$ cat src/rtl/can_pkg.sv
// Shared definitions for the CAN transmit path: scheduler state encoding,
// mailbox geometry and retry counter sizing.
package can_pkg;

  localparam int ID_W_DEF = 11;
  localparam int NUM_MB   = 3;
  localparam int SEL_W    = 2;
  localparam int RETRY_W  = 4;

  typedef enum logic [1:0] {
    IDLE     = 2'd0,
    WAIT_BUS = 2'd1,
    ACTIVE   = 2'd2,
    LOST     = 2'd3
  } txState_e;

  function automatic logic [NUM_MB-1:0] selOneHot(input logic [SEL_W-1:0] sel);
    selOneHot = NUM_MB'(1) << sel;
  endfunction

endpackage

$ cat src/rtl/id_priority_arbiter.sv
// Combinational mailbox selector: the pending mailbox with the lowest
// identifier wins, ties go to the lowest mailbox index.
module id_priority_arbiter
  import can_pkg::*;
#(
  parameter int ID_W = ID_W_DEF
) (
  input  logic [NUM_MB-1:0] req,
  input  logic [ID_W-1:0]   id0,
  input  logic [ID_W-1:0]   id1,
  input  logic [ID_W-1:0]   id2,
  output logic [SEL_W-1:0]  winIdx,
  output logic              winValid
);

  logic [ID_W-1:0] ids [NUM_MB];
  logic [ID_W-1:0] bestId;

  assign ids[0] = id0;
  assign ids[1] = id1;
  assign ids[2] = id2;

  // Strict less-than keeps the earlier (lower) index on equal ids.
  always_comb begin
    winIdx   = '0;
    winValid = 1'b0;
    bestId   = '0;
    for (int i = 0; i < NUM_MB; i++) begin
      if (req[i] && (!winValid || ids[i] < bestId)) begin
        winValid = 1'b1;
        winIdx   = SEL_W'(i);
        bestId   = ids[i];
      end
    end
  end

endmodule

$ cat src/rtl/tx_scheduler.sv
// CAN transmit scheduler: picks the highest-priority mailbox, launches frames
// at bus-idle / foreign SOF, and handles arbitration loss and error retries.
module tx_scheduler
  import can_pkg::*;
#(
  parameter int MAX_RETRY = 8,
  parameter int ID_W      = ID_W_DEF
) (
  input  logic                clock,
  input  logic                reset_n,
  input  logic                samplePoint,
  input  logic                busIdle,
  input  logic                isStart,
  input  logic [NUM_MB-1:0]   req,
  input  logic [ID_W-1:0]     id0,
  input  logic [ID_W-1:0]     id1,
  input  logic [ID_W-1:0]     id2,
  input  logic                txDone,
  input  logic                txError,
  input  logic                arbLost,
  output logic                txStart,
  output logic [SEL_W-1:0]    txSel,
  output logic                txBusy,
  output logic [NUM_MB-1:0]   txAck,
  output logic [NUM_MB-1:0]   txAbort,
  output logic [RETRY_W-1:0]  retryCnt,
  output logic [1:0]          dbgState
);

  localparam logic [RETRY_W-1:0] MAX_R = RETRY_W'(MAX_RETRY);

  txState_e           state;
  logic [SEL_W-1:0]   winIdx;
  logic               winValid;
  logic [RETRY_W-1:0] nextCnt;

  id_priority_arbiter #(.ID_W(ID_W)) u_arb (
    .req      (req),
    .id0      (id0),
    .id1      (id1),
    .id2      (id2),
    .winIdx   (winIdx),
    .winValid (winValid)
  );

  assign nextCnt  = (retryCnt == '1) ? retryCnt : retryCnt + 1'b1;
  assign dbgState = state;

  // Handshake: req[i] is a level held by the host until txAck[i] or txAbort[i]
  // pulses for one cycle; the host must drop req[i] on seeing that pulse.
  always_ff @(posedge clock or negedge reset_n) begin
    if (!reset_n) begin
      state    <= IDLE;
      txStart  <= 1'b0;
      txSel    <= '0;
      txBusy   <= 1'b0;
      txAck    <= '0;
      txAbort  <= '0;
      retryCnt <= '0;
    end else begin
      txStart <= 1'b0;
      txAck   <= '0;
      txAbort <= '0;
      if (samplePoint) begin
        case (state)
          IDLE: begin
            if (|req) state <= WAIT_BUS;
          end
          WAIT_BUS: begin
            if (!winValid) begin
              state    <= IDLE;
              retryCnt <= '0;
            end else begin
              // Retries belong to the mailbox last latched in txSel.
              if (winIdx != txSel) retryCnt <= '0;
              if (busIdle || isStart) begin
                txStart <= 1'b1;
                txSel   <= winIdx;
                txBusy  <= 1'b1;
                state   <= ACTIVE;
              end
            end
          end
          ACTIVE: begin
            if (txError) begin
              txBusy <= 1'b0;
              if (nextCnt == MAX_R) begin
                txAbort  <= selOneHot(txSel);
                retryCnt <= '0;
                state    <= IDLE;
              end else begin
                retryCnt <= nextCnt;
                state    <= WAIT_BUS;
              end
            end else if (txDone) begin
              txAck    <= selOneHot(txSel);
              retryCnt <= '0;
              txBusy   <= 1'b0;
              state    <= IDLE;
            end else if (arbLost) begin
              txBusy <= 1'b0;
              state  <= LOST;
            end
          end
          LOST: begin
            if (busIdle) state <= WAIT_BUS;
          end
          default: state <= IDLE;
        endcase
      end
    end
  end

endmodule

$ cat config.mk
export PLATFORM = sky130hd
export DESIGN_NAME = tx_scheduler
export DESIGN_NICKNAME = d
export VERILOG_FILES = /design/src/rtl/can_pkg.sv /design/src/rtl/id_priority_arbiter.sv /design/src/rtl/tx_scheduler.sv
export SDC_FILE = /design/constraint.sdc
export NUM_CORES = 1
export LEC_CHECK = 0
export ABC_AREA = 1
export BUFFER_PORTS_ARGS = -buffer_cell sky130_fd_sc_hd__buf_2
export CAP_MARGIN = 0
export CELL_PAD_IN_SITES_DETAIL_PLACEMENT = 0
export CELL_PAD_IN_SITES_GLOBAL_PLACEMENT = 2
export CORE_UTILIZATION = 27
export DETAILED_ROUTE_END_ITERATION = 8
export PLACE_DENSITY_LB_ADDON = 0.1
export SYNTH_ARGS = -nofsm -noshare
export SYNTH_HDL_FRONTEND = slang
export SYNTH_SLANG_ARGS = --single-unit
export TNS_END_PERCENT = 10
$ cat constraint.sdc
create_clock -name clock -period 3.1 [get_ports clock]
set_clock_uncertainty 0.15 [all_clocks]
set_input_delay 0.62 -clock clock [delete_from_list [all_inputs] [get_ports clock]]
set_output_delay 0.62 -clock clock [all_outputs]
set_load 0.02 [all_outputs]
==> results by group <==
Synth
  • Ys async rst share: 100%
  • Main combinational cell family by area after synthesis: simple AND/OR/NAND/NOR gates
  • Count of cell types in the netlist: 25
  • Number of synthesized register bits: 16
  • Top cell type by total area after synthesis: dfrtp_1
  • Share of the synthesized area in the top cell type: 25.7%
  • Seq/Total Area, Yosys: 25.7%
  • Syn nets: 298
  • YS warnings: 0
  • Synth Area in Simple Gates: 31.7%
  • Post-synthesis mux area share: 0.643%
  • Syn_area_per_cell: 6.80 um^2
  • Mapped cell area: 1560 um^2
  • EDFF count, synth: 0
  • Post-Synth XOR/XNOR Area: 0.563%
  • Most common flop cell mapped by yosys: dfrtp_1
  • Compound-Gate Fraction of Synth Area: 12.9%
  • Cells after Synth: 229
  • Adder-Cell Fraction of Synth Area: 20.1%
  • Dominant cells by area after synthesis: dfrtp_1 26%, ha_1 20%, nand2_1 16%, inv_1 7.5%, o21ai_0 5.5%

Cells and area
  • Layout area overhead: 60.7%
  • Multi-input gate area: 1340 um^2
  • Diodes inserted: 0
  • Fin cells: 385
  • Most common cell after layout, fill and taps aside: buf_2
  • FF/Latch Area: 400 um^2
  • Layout cells sized above 1: 44.1%
  • Layout Nets: 383
  • Fillers: 590
  • Most frequent cells in the layout: 58 x buf_2, 46 x nand2_1, 31 x inv_1

Power and ir drop
  • Power Dens Cells: 414 nW/um^2
  • NetSw: 0.449 mW
  • Seq pwr share: 27.3%
  • Leakage: 1.36 nW
  • Clock power share: 17.6%
  • Sw Ratio: 43.4%
  • Combinational group share of total power: 55.2%
  • Max VDD drop: 187 uV
  • Internal: 0.587 mW

STA
  • Setup-failing EPs final: 4
  • Final worst-path cycle share: 105%
  • F_max: 307 MHz
  • Worst Setup Slack, final: -0.157 ns
  • Slew margin rel.: 41.7%
  • RSZ-0062 raised after global routing: true
  • Hold Vio Cnt, Final: 0
  • Min Tclk post-route: 3.26 ns
  • Slew Limit Fails: 0
  • Measured slew at the worst slew-check pin: 0.867 ns

Setup path
  • Critical path arrival: 3.24 ns
  • WS Path Type: input pin to register
  • Worst reg2reg path startpoint: dbgState[0]$_DFFE_PN0P_
  • CP Capture Type: register
  • R2R depth: 8
  • CP max stage delay: 0.32 ns
  • CP required: 3.09 ns
  • Crit Path Max Fanout: 6
  • Slowest-stage cell, CP: ha_1
  • Crit start category: input pin
  • Setup slack, reg-to-reg: 0.96 ns
  • Crit Reg-Reg Endpoint: retryCnt[0]$_DFFE_PN0P_
  • Most used cell, CP: nand2_1

Outcome
  • Outcome: complete, but fails checks
  • Failing checks: negative setup slack

Global routing
  • Vias in the first global route: 1740
  • Largest net degree at the start of global routing: 17
  • Initial antenna violation count: 0
  • GRT Total Usage: 15.8%
  • First-pass GRT wire length: 7670 um
  • Gr ovfl total: 0

Clocking
  • Hold buffer count at cts: 0
  • Htree depth: 1
  • Clock-pin slew of the registers on the worst-case setup and hold paths: 0.06 ns
  • CTS tree: done
  • Worst skew pair latency: 0.24 ns
  • Max clock buf depth: 2
  • Root Driver: clkbuf_8
  • Clk sink count: 16
  • CTS Buf Count: 3

Placement
  • Dpl hpwl: 3480 um
  • Final Wtd Congestion: 0.763
  • DP Cell Count: 375
  • PortBufs: 59
  • Post-Place Setup Slack: -0.899 ns

Die
  • Die Wd: 77.9 um
  • Top Ports: 60
  • Initial Util: 28.1%
  • Cell Rows: 27
  • Die area: 6070 um^2
  • Height of the die: 77.9 um
  • Core area: 5540 um^2

Hold path
  • Min-delay worst type: input pin to async pin

Detailed routing
  • Vias/cell: 4.47
  • Metal2 WL: 2310 um
  • DR iter-0 viols: 46
  • Remaining antenna violation count after routing: 0
  • WL per Instance: 11.5 um
  • Top Layer Used: met4
  • WL met3: 161 um
  • M1 WL: 1890 um
  • Final WL: 4420 um
  • DR vias: 1722
  • DRC Markers: 0
  • Drt first pass iters: 4

Job
  • Max-cap viol count: 0
[cell type report]
| type | count | share of cell area [%] |
|---|---|---|
| flip-flops and latches | 16 | 16.0 |
| multi-input cells | 180 | 53.6 |
| well taps | 72 | 3.60 |
| inverters | 32 | 4.80 |
| clock buffers | 4 | 2.20 |
| repair buffers | 81 | 19.8 |
[power groups by stage]
stage | logic, mW | clock network [mW] | registers, mW
after floorplan | 0.298 | 0 | 0.324
after global placement | 0.496 | 0 | 0.290
after detailed placement | 0.495 | 0 | 0.286
after CTS | 0.564 | 0.186 | 0.283
after global routing | 0.639 | 0.198 | 0.290
final | 0.572 | 0.182 | 0.283
[cell usage after synthesis (2+ instances only)]
| master | instances |
|---|---|
| inv_1 | 31 |
| o21ai_0 | 17 |
| nand4_1 | 2 |
| ha_1 | 25 |
| nor2_1 | 22 |
| a21oi_1 | 8 |
| nand3_1 | 15 |
| nand2_1 | 66 |
| dfrtp_1 | 16 |
| clkbuf_1 | 3 |
| nor3_1 | 6 |
| nand2_2 | 5 |
[flip-flops by register name, summed over array words and instances, names as in the netlist]
signal,flops
txBusy,1
dbgState,2
txStart,1
txAbort,3
txAck,3
txSel,2
retryCnt,4
[repair_timing]
| item | 4_1_cts | 5_1_grt |
|---|---|---|
| gates cloned | 3 | 0 |
| endpoints found under the setup margin | 6 | 5 |
| resized for setup | 37 | 10 |
| buffers inserted | 3 | 0 |
| endpoints found under the hold margin | 0 | 0 |
| pin swaps | 40 | 16 |
[cell families after synthesis]
| logic type | Yosys count |
|---|---|
| simple gates | 118 |
| buf+inv | 35 |
| compound gates | 33 |
| fa+ha+maj | 25 |
| flops | 16 |
| xor+xnor | 1 |
| mux | 1 |
[critical path: cells and delay by family]
family	cells	cell delay, ns
AND/OR/NAND/NOR	17	1.25
AO/OA/AOI/OAI	4	0.52
buffers and inverters	3	0.28
adder cells (fa/ha/maj)	2	0.54
[per-stage QoR]
step           hold WS (ns)  area (um^2)  setup TNS [ns]  total power [mW]  util, %
4_1_cts               0.137         2480          -0.503              1.03     44.7
5_1_grt               0.154         2500           -1.49              1.13     45.1
6_report              0.126         2500          -0.604              1.04     45.1
3_5_place_dp          0.324         2190           -4.63             0.781     39.5
2_1_floorplan         0.174         1720           -1.20             0.622        -
3_3_place_gp          0.320         2190           -4.73             0.786     39.5
[worst max-delay path by stage]
stage               startpoint                 endpoint  slack, ns  cells after the start
global placement        req[0]  retryCnt[1]$_DFFE_PN0P_      -0.92                     25
CTS                     req[0]  retryCnt[1]$_DFFE_PN0P_      -0.13                     26
global route            req[0]  retryCnt[1]$_DFFE_PN0P_      -0.36                     25
floorplan               req[0]  retryCnt[0]$_DFFE_PN0P_      -0.30                     27
finish                  req[0]  retryCnt[3]$_DFFE_PN0P_      -0.16                     26
detailed placement      req[0]  retryCnt[1]$_DFFE_PN0P_      -0.90                     25
[routing by layer]
layer / GRT usage, % / vias to the layer above
met5: 0 / -
met4: 4.63 / 0
met3: 1.76 / 6
met2: 30.4 / 43
met1: 18.1 / 755
li1: - / 918
Note: power is estimated with default switching activity, not from simulation.
